[src/rtl/axil_master_bridge_pkg.sv]
// Shared widths for the core-side memory bus and the transaction timer.
package axil_master_bridge_pkg;

    localparam int MEM_ADDR_BUS = 32;
    localparam int MEM_BUS      = 32;
    localparam int MEM_SEL      = MEM_BUS / 8;
    localparam int CNT_W        = 16;

endpackage

[src/rtl/axil_master_bridge.sv]
// Bridges a simple req/ack core bus onto an AXI4-Lite master port.
// One transaction at a time; writes finish on AW+W handshakes (no B channel).
//
// state | meaning
// IDLE  | waiting for req_i; ack_o pulses here after a transaction
// WR    | AW and W presented, each dropped once its handshake is seen
// RA    | read address presented
// RD    | rready high, waiting for read data
module axil_master_bridge
    import axil_master_bridge_pkg::*;
#(
    parameter int TIMEOUT = 256
) (
    input  logic                    clk,
    input  logic                    rst_n,
    input  logic                    req_i,
    input  logic                    we_i,
    input  logic [MEM_ADDR_BUS-1:0] addr_i,
    input  logic [MEM_BUS-1:0]      wdata_i,
    input  logic [MEM_SEL-1:0]      sel_i,
    output logic                    ack_o,
    output logic                    err_o,
    output logic [MEM_BUS-1:0]      rdata_o,
    output logic [MEM_ADDR_BUS-1:0] m_axi_awaddr,
    output logic                    m_axi_awvalid,
    input  logic                    m_axi_awready,
    output logic [MEM_BUS-1:0]      m_axi_wdata,
    output logic [MEM_SEL-1:0]      m_axi_wstrb,
    output logic                    m_axi_wvalid,
    input  logic                    m_axi_wready,
    output logic [MEM_ADDR_BUS-1:0] m_axi_araddr,
    output logic                    m_axi_arvalid,
    input  logic                    m_axi_arready,
    input  logic [MEM_BUS-1:0]      m_axi_rdata,
    input  logic                    m_axi_rvalid,
    output logic                    m_axi_rready
);

    typedef enum logic [1:0] {
        IDLE = 2'd0,
        WR   = 2'd1,
        RA   = 2'd2,
        RD   = 2'd3
    } state_t;

    // Last count value a transaction may reach before it is aborted.
    localparam logic [CNT_W-1:0] CNT_LAST = CNT_W'(TIMEOUT - 1);

    state_t                  state_q, state_d;
    logic [CNT_W-1:0]        cnt_q, cnt_d;
    logic                    aw_done_q, aw_done_d;
    logic                    w_done_q, w_done_d;
    logic [MEM_ADDR_BUS-1:0] addr_q, addr_d;
    logic [MEM_BUS-1:0]      wdata_q, wdata_d;
    logic [MEM_SEL-1:0]      sel_q, sel_d;
    logic                    ack_d, err_d;
    logic [MEM_BUS-1:0]      rdata_d;
    logic                    aw_fire, w_fire, ar_fire, tmo_hit;

    // Valids come straight from registered state, so they drop the cycle
    // after a handshake or an abort and are low during reset.
    assign m_axi_awvalid = (state_q == WR) && !aw_done_q;
    assign m_axi_wvalid  = (state_q == WR) && !w_done_q;
    assign m_axi_arvalid = (state_q == RA);
    assign m_axi_rready  = (state_q == RD);
    assign m_axi_awaddr  = addr_q;
    assign m_axi_araddr  = addr_q;
    assign m_axi_wdata   = wdata_q;
    assign m_axi_wstrb   = sel_q;

    assign aw_fire = m_axi_awvalid && m_axi_awready;
    assign w_fire  = m_axi_wvalid  && m_axi_wready;
    assign ar_fire = m_axi_arvalid && m_axi_arready;
    assign tmo_hit = (cnt_q == CNT_LAST);

    // Next-state, timer and completion logic; completion wins over timeout.
    always_comb begin
        state_d   = state_q;
        cnt_d     = cnt_q;
        aw_done_d = aw_done_q;
        w_done_d  = w_done_q;
        addr_d    = addr_q;
        wdata_d   = wdata_q;
        sel_d     = sel_q;
        ack_d     = 1'b0;
        err_d     = 1'b0;
        rdata_d   = rdata_o;
        case (state_q)
            IDLE: begin
                if (req_i && !ack_o) begin
                    addr_d    = addr_i;
                    wdata_d   = wdata_i;
                    sel_d     = sel_i;
                    cnt_d     = '0;
                    aw_done_d = 1'b0;
                    w_done_d  = 1'b0;
                    state_d   = we_i ? WR : RA;
                end
            end
            WR: begin
                cnt_d     = cnt_q + CNT_W'(1);
                aw_done_d = aw_done_q | aw_fire;
                w_done_d  = w_done_q | w_fire;
                if (aw_done_d && w_done_d) begin
                    state_d = IDLE;
                    ack_d   = 1'b1;
                end else if (tmo_hit) begin
                    state_d = IDLE;
                    ack_d   = 1'b1;
                    err_d   = 1'b1;
                    rdata_d = '0;
                end
            end
            RA: begin
                cnt_d = cnt_q + CNT_W'(1);
                // An address accepted on the last allowed cycle cannot finish in time.
                if (tmo_hit) begin
                    state_d = IDLE;
                    ack_d   = 1'b1;
                    err_d   = 1'b1;
                    rdata_d = '0;
                end else if (ar_fire) begin
                    state_d = RD;
                end
            end
            RD: begin
                cnt_d = cnt_q + CNT_W'(1);
                if (m_axi_rvalid) begin
                    state_d = IDLE;
                    ack_d   = 1'b1;
                    rdata_d = m_axi_rdata;
                end else if (tmo_hit) begin
                    state_d = IDLE;
                    ack_d   = 1'b1;
                    err_d   = 1'b1;
                    rdata_d = '0;
                end
            end
            default: state_d = IDLE;
        endcase
    end

    // State and datapath registers.
    always_ff @(posedge clk or negedge rst_n) begin
        if (!rst_n) begin
            state_q   <= IDLE;
            cnt_q     <= '0;
            aw_done_q <= 1'b0;
            w_done_q  <= 1'b0;
            addr_q    <= '0;
            wdata_q   <= '0;
            sel_q     <= '0;
            ack_o     <= 1'b0;
            err_o     <= 1'b0;
            rdata_o   <= '0;
        end else begin
            state_q   <= state_d;
            cnt_q     <= cnt_d;
            aw_done_q <= aw_done_d;
            w_done_q  <= w_done_d;
            addr_q    <= addr_d;
            wdata_q   <= wdata_d;
            sel_q     <= sel_d;
            ack_o     <= ack_d;
            err_o     <= err_d;
            rdata_o   <= rdata_d;
        end
    end

endmodule
[config.mk]
export PLATFORM = sky130hd
export DESIGN_NAME = axil_master_bridge
export DESIGN_NICKNAME = d
export VERILOG_FILES = /design/src/rtl/axil_master_bridge_pkg.sv /design/src/rtl/axil_master_bridge.sv
export SDC_FILE = /design/constraint.sdc
export NUM_CORES = 1
export LEC_CHECK = 0
export CAP_MARGIN = 10
export CORE_MARGIN = 2
export CORE_UTILIZATION = 45
export CTS_CLUSTER_SIZE = 24
export DETAILED_ROUTE_END_ITERATION = 6
export PLACE_DENSITY = 0.85
export SETUP_SLACK_MARGIN = 0.1
export SLEW_MARGIN = 5
export SYNTH_ARGS = -nofsm -noshare
export SYNTH_HDL_FRONTEND = slang
export SYNTH_SLANG_ARGS = --single-unit
export TNS_END_PERCENT = 100
[constraint.sdc]
create_clock -name clk -period 3.5 [get_ports clk]
set_input_delay 0.35 -clock clk [delete_from_list [all_inputs] [get_ports clk]]
set_output_delay 0.35 -clock clk [all_outputs]
set_load 0.05 [all_outputs]
==> run metrics, run 1 <==
Row Count 39; initial core utilization 46.1%; synth warn 0; vias in the first global route 4830; post-DP HPWL 10500 um; Post-CTS Hold Buffers 0; Worst Path Arrival 2.16 ns; crit path kind flop to primary output; Slew HR 29.5%; Die Y 112 um; Synth Area per Inst 9.13 um^2; Pleak 3.74 nW; DR WL/cell 15.5 um; sequential area share after synthesis 58.3%; DRT Pass-1 Iters 5; reg2reg end rdata_o[14]$_DFFE_PN0P_; final setup vio count 0; final-layout fill cell count 837; RSZ-0062 raised after global routing false; GPL Wtd Cong 0.872; largest net degree at the start of global routing 61; final hold vios 0; startpoint types flop; n_diodes 0; worst-case clock skew 0.0164 ns; switch share 49.4%; grt total ovfl 0; HP Class input pin to asynchronous set/reset pin; die area 12500 um^2; I/O pins 246; Max FO, Critical Path 14; Clock Tree Root clkbuf_16; DR vias 4713; Routed Wire Length 14600 um; post-synthesis register bit count 122; R2R setup slack 1.09 ns; Worst-Margin Slew 1.06 ns; Mapped Cells 574; mapped cell area 5240 um^2; core area 11400 um^2; I/O Buffers 245; commonest cells after routing, fill and taps aside nand2_1 (284), clkdlybuf4s50_1 (244), dfrtp_1 (122); Max Fclk 399 MHz; path depth of the worst reg2reg path 6; DRT iter0 DRCs 418; Tmin final 2.51 ns; initial antenna violation count 0; Sink Count 122; Synth cell types 39; Clock transition at path regs 0.06 ns; Post-Syn Nets 683; global-route wire length before repair 23700 um; Clock Latency Late Sink 0.40 ns; Area Overhead vs Synth 55.7%; CTS tree yes; required time worst endpoint 3.15 ns; Pwr Density 1180 nW/um^2; sequential share of power 25.4%; P_int 4.89 mW; die width 112 um; proportion of layout cells with a drive suffix above 1 6.89%; fin crit share 71.6%; clk buf depth 2; DRC viols 0; Worst setup EP type primary output; FF+latch area 3050 um^2; antenna viol nets, final 0; Crit Reg-Reg Startpoint cnt_q[0]$_DFFE_PN0P_; Post-CTS Setup Inserts 0; post_cts resized 0; Multi-input gate area 1800 um^2; via/cell ratio 5.01; H-tree levels 4; VDD IR max 0.888 mV; combinational fraction of design power 55.6%; Placed Instance Area 7530 um^2; design area 8160 um^2; status finished clean; setup TNS 0 ns; most common cell after layout, fill and taps aside nand2_1; post-layout net count 894; Tot GR Track Use 23.6%; Slew Limit Fails 0; total CTS buffers 17; switching pwr 4.77 mW; max_cap viols 0; clock share of power 19.0%
==> power by group through the flow <==
stage / Sequential [mW] / Combinational (mW) / Clock, mW
6_report: 2.45 / 5.38 / 1.83
5_1_grt: 2.53 / 5.63 / 1.94
4_1_cts: 2.45 / 5.42 / 1.86
3_5_place_dp: 2.46 / 5.40 / 0
3_3_place_gp: 2.42 / 5.29 / 0
2_1_floorplan: 4.28 / 1.87 / 0
==> sequential cells by signal, summed over array words and instances, names as in the netlist <==
signal	flops
m_axi_araddr	32
m_axi_wdata	32
rdata_o	32
cnt_q	16
m_axi_wstrb	4
state_q	2
ack_o	1
aw_done_q	1
err_o	1
w_done_q	1
==> worst max-delay path by stage <==
stage	from	to	slack (ns)	cells past startpoint
2_1_floorplan	state_q[1]$_DFFE_PN0P_	state_q[0]$_DFFE_PN0P_	1.81	4
3_3_place_gp	m_axi_awready	rdata_o[14]$_DFFE_PN0P_	1.06	6
3_5_place_dp	m_axi_awready	rdata_o[14]$_DFFE_PN0P_	1.03	6
4_1_cts	state_q[1]$_DFFE_PN0P_	m_axi_awvalid	0.98	3
5_1_grt	cnt_q[0]$_DFFE_PN0P_	rdata_o[14]$_DFFE_PN0P_	0.89	6
6_report	state_q[1]$_DFFE_PN0P_	m_axi_awvalid	0.99	3
==> synthesized netlist by cell type <==
library cell / count / area, um^2
nand2_1: 285 / 1070
xor2_1: 1 / 8.76
o31ai_1: 7 / 52.6
nand3_1: 5 / 25.0
o21ai_2: 10 / 87.6
nor3b_4: 1 / 18.8
clkbuf_1: 13 / 48.8
or2_2: 1 / 6.26
nor2b_1: 5 / 31.3
or3_1: 1 / 6.26
and2_1: 1 / 6.26
o2111a_1: 1 / 11.3
mux2i_1: 4 / 40.0
or2_1: 1 / 6.26
nand3_4: 1 / 17.5
and3_1: 1 / 6.26
o211a_1: 1 / 10.0
nand2b_1: 3 / 18.8
a21oi_1: 1 / 5.00
nor3_1: 1 / 5.00
buf_4: 33 / 248
a211oi_1: 2 / 15.0
and2_0: 1 / 6.26
o211ai_1: 7 / 52.6
nor2_1: 6 / 22.5
and4_1: 1 / 8.76
nor2_4: 1 / 11.3
ha_1: 1 / 12.5
a22o_1: 1 / 8.76
nand4_1: 4 / 25.0
o21ai_0: 30 / 150
buf_6: 4 / 45.0
and4_4: 1 / 11.3
dfrtp_1: 122 / 3050
nor4_1: 2 / 12.5
and3_2: 1 / 7.51
o22ai_1: 2 / 12.5
buf_2: 10 / 50.1
o21ai_1: 1 / 5.00
==> per-stage QoR <==
step / instances / util, % / setup WS, ns / hold WS, ns / total power [mW]
after floorplan: 574 / - / 1.81 / 0.0544 / 6.15
after detailed placement: 909 / 66.2 / 1.03 / 0.462 / 7.86
after global placement: 909 / 66.2 / 1.06 / 0.451 / 7.71
final: 941 / 71.8 / 0.993 / 0.000385 / 9.66
after CTS: 941 / 71.8 / 0.975 / 0.0341 / 9.73
after global routing: 941 / 71.8 / 0.890 / 0.0615 / 10.1
==> routing by layer <==
metal,GRT usage [%],share of wire [%],vias up
li1,-,-,2236
met1,27.1,39,2240
met2,40.8,51,208
met3,8.44,7.5,29
met4,8.23,2.7,0
met5,0,0,-
==> critical path, cell delays in order (launching register included) <==
cell and delay [ns]:
dfrtp_1 0.51, nand2b_1 0.26, nor2_1 0.16, clkdlybuf4s50_1 0.83
==> final cells by class <==
| type | instances | share of cell area (%) |
|---|---|---|
| clock inverter | 13 | 2.38 |
| multi-input combinational | 392 | 22.0 |
| sequential | 122 | 37.4 |
| timing repair buffer | 252 | 30.7 |
| clock buffer | 19 | 5.31 |
| tap | 143 | 2.19 |
==> cells by family after synthesis <==
| family | after synthesis | share of synthesized area [%] |
|---|---|---|
| buffers and inverters | 60 | 7.48 |
| AO/OA/AOI/OAI | 63 | 7.83 |
| flip-flops | 122 | 58.3 |
| adder cells (fa/ha/maj) | 1 | 0.239 |
| AND/OR/NAND/NOR | 323 | 25.2 |
| XOR/XNOR | 1 | 0.167 |
| multiplexers | 4 | 0.764 |
(Power assumes the default switching activity.)
==> run 2, diff against run 1 <==
- CORE_UTILIZATION: 45 -> 37
- PLACE_DENSITY: 0.85 -> 0.74
- clock period: 3.5 -> 2.1 ns (I/O delays scaled with it)
==> run 2 against run 1 <==
Against the previous run: non-clock buffer count grew 8; clock-buffer cell count is 6 higher; core utilization shrank 12 points; via count fell by 1.0%; routed wire length grew 0.83%; clock power increased by 57%; first-iteration DRC count decreased by 46%; critical path depth down 1; combinational power up 66%; worst hold slack improved by 0.31 ns; cell area increased by 1.0%; worst setup slack worse by 0.79 ns; critical path type unchanged; critical endpoint is now m_axi_rready; largest cell class unchanged.
==> run metrics, run 2 (synthesis gave the netlist of run 1 again) <==
die area 15100 um^2 (was 12500 um^2); Max Fclk 527 MHz; initial core utilization 37.7% (was 46.1%); CP max stage cell dfrtp_1 (was clkdlybuf4s50_1); DRT Pass-1 Iters 4 (was 5); Max stage delay on crit path 0.56 ns (was 0.83 ns); vias in the first global route 4557 (was 4830); n_diodes 0 (unchanged); Top Metal Used met4 (unchanged); Clock Latency Late Sink 0.41 ns (was 0.40 ns); HP Class input pin to asynchronous set/reset pin (unchanged); max_cap viols 0 (unchanged); Area Overhead vs Synth 57.3% (was 55.7%); GPL Wtd Cong 0.894 (was 0.872); total power 15.9 mW (was 9.66 mW); WHS 0.314 ns (was 0.000385 ns); initial antenna violation count 0 (unchanged); global-route wire length before repair 22700 um (was 23700 um); Pwr Density 1930 nW/um^2 (was 1180 nW/um^2); final setup vio count 0 (unchanged); post-DP HPWL 10800 um (was 10500 um); post-layout net count 902 (was 894); DRT iter0 DRCs 227 (was 418); Worst Path Arrival 1.69 ns (was 2.16 ns); Sink Count 122 (unchanged); Tmin final 1.90 ns; Worst setup EP type primary output (unchanged); Placed Instance Area 7630 um^2 (was 7530 um^2); H-tree levels 4 (unchanged); Worst-Margin Slew 0.578 ns (was 1.06 ns); Tot GR Track Use 19.5% (was 23.6%); met2 wire len 7320 um (was 7380 um); I/O pins 246 (unchanged); DR WL/cell 14.9 um (was 15.5 um); clk buf depth 2 (unchanged); crit path kind flop to primary output (unchanged); Slew HR 61.4% (was 29.5%); wire length on met1 5830 um (was 5700 um); CTS tree yes (unchanged); I/O Buffers 245 (unchanged); required time worst endpoint 1.89 ns (was 3.15 ns); DR WL met3 1090 um (about the same); status finished clean (unchanged); Row Count 43 (was 39); via/cell ratio 4.73 (was 5.01); Max FO, Critical Path 14 (unchanged); total CTS buffers 17 (unchanged); die width 123 um (was 112 um); Post-Place Cells 953 (was 909); Die Y 123 um (was 112 um); proportion of layout cells with a drive suffix above 1 7.94% (was 6.89%); fin crit share 90.3%; Clock transition at path regs 0.05 ns (was 0.06 ns); RSZ-0062 raised after global routing false (unchanged); commonest cells after routing, fill and taps aside nand2_1 (284), clkdlybuf4s50_1 (240), dfrtp_1 (122) (was nand2_1 (284), clkdlybuf4s50_1 (244), dfrtp_1 (122)); cell chain of the critical path and2_1 -> dlygate4sd2_1 (was nand2b_1 -> nor2_1 -> clkdlybuf4s50_1); Pleak 3.79 nW (was 3.74 nW); DRC viols 0 (unchanged); DR vias 4666 (was 4713); largest net degree at the start of global routing 42 (was 61); most common cell after layout, fill and taps aside nand2_1 (unchanged); startpoint types flop (unchanged); Routed Wire Length 14700 um (was 14600 um); final hold vios 0 (unchanged); VDD IR max 0.888 mV (about the same); Slew Limit Fails 0 (unchanged); setup TNS 0 ns (unchanged); core area 13900 um^2 (was 11400 um^2); antenna viol nets, final 0 (unchanged); grt total ovfl 0 (unchanged); Clock Tree Root clkbuf_16 (unchanged); worst-case clock skew 0.00844 ns (was 0.0164 ns); post-route insts no fill 986 (was 941); design area 8240 um^2 (was 8160 um^2)
[run 2: cell count changes in the layout (fill, tap and decap cells not counted), sizes merged]
cell,delta
dlygate4sd3,+1
clkinvlp,-3
dlygate4sd2,+1
clkbuf,+6
inv,-1
bufinv,-2
buf,+10
clkdlybuf4s50,-4
[run 2: timing repair]
item	CTS	global route
pin swaps	0	0
hold buffers	1	0
buffers inserted	0	0
gates resized for setup	1	1
hold endpoints to repair	32	0
setup endpoints to repair	1	3
[run 2: critical path, delay by kind of cell, from the launching register on]
kind | cells | cell delay [ns]
simple gates | 1 | 0.18
flops | 1 | 0.56
buf+inv | 1 | 0.54
[run 2: final timing paths]
path                                            startpoint                     endpoint  slack [ns]  depth (start not counted)
worst max register to register        cnt_q[0]$_DFFE_PN0P_      rdata_o[26]$_DFFE_PN0P_        0.29                          6
worst max-delay path                state_q[1]$_DFFE_PN0P_                 m_axi_rready        0.20                          2
worst min register to register  m_axi_wdata[7]$_DFFE_PN0P_   m_axi_wdata[7]$_DFFE_PN0P_        0.47                          2
worst min-delay path                                 rst_n              ack_o$_DFF_PN0_        0.31                          2
min in group clk                                  sel_i[1]   m_axi_wstrb[1]$_DFFE_PN0P_        0.33                          3
max in group asynchronous                            rst_n  m_axi_wdata[22]$_DFFE_PN0P_        1.12                          3
[run 2: area by class of cell]
type / instances / area (um^2)
fill: 1144 / 5640
sequential: 122 / 3050
timing repair buffer: 260 / 2570
multi-input combinational: 392 / 1800
clock buffer: 25 / 505
tap: 180 / 225
clock inverter: 7 / 87.6
[run 2: per-layer routing]
metal	up-vias	global-route usage [%]
met3	33	5.54
met5	-	0
li1	2251	-
met4	0	9.59
met2	185	32.8
met1	2197	23.0
[run 2: where the power goes]
group / leakage (nW) / switching, mW / internal (mW) / total [mW]
Sequential: 1.54 / 0.718 / 3.36 / 4.08
Clock: 0.293 / 0.979 / 1.89 / 2.87
Combinational: 1.96 / 6.13 / 2.81 / 8.94
[run 2: through the flow]
stage          util [%]  setup WS (ns)
4_1_cts            59.3          0.184
6_report           59.4          0.203
3_5_place_dp       55.0          0.251
2_1_floorplan         -          0.407
3_3_place_gp       55.0          0.347
5_1_grt            59.4          0.102
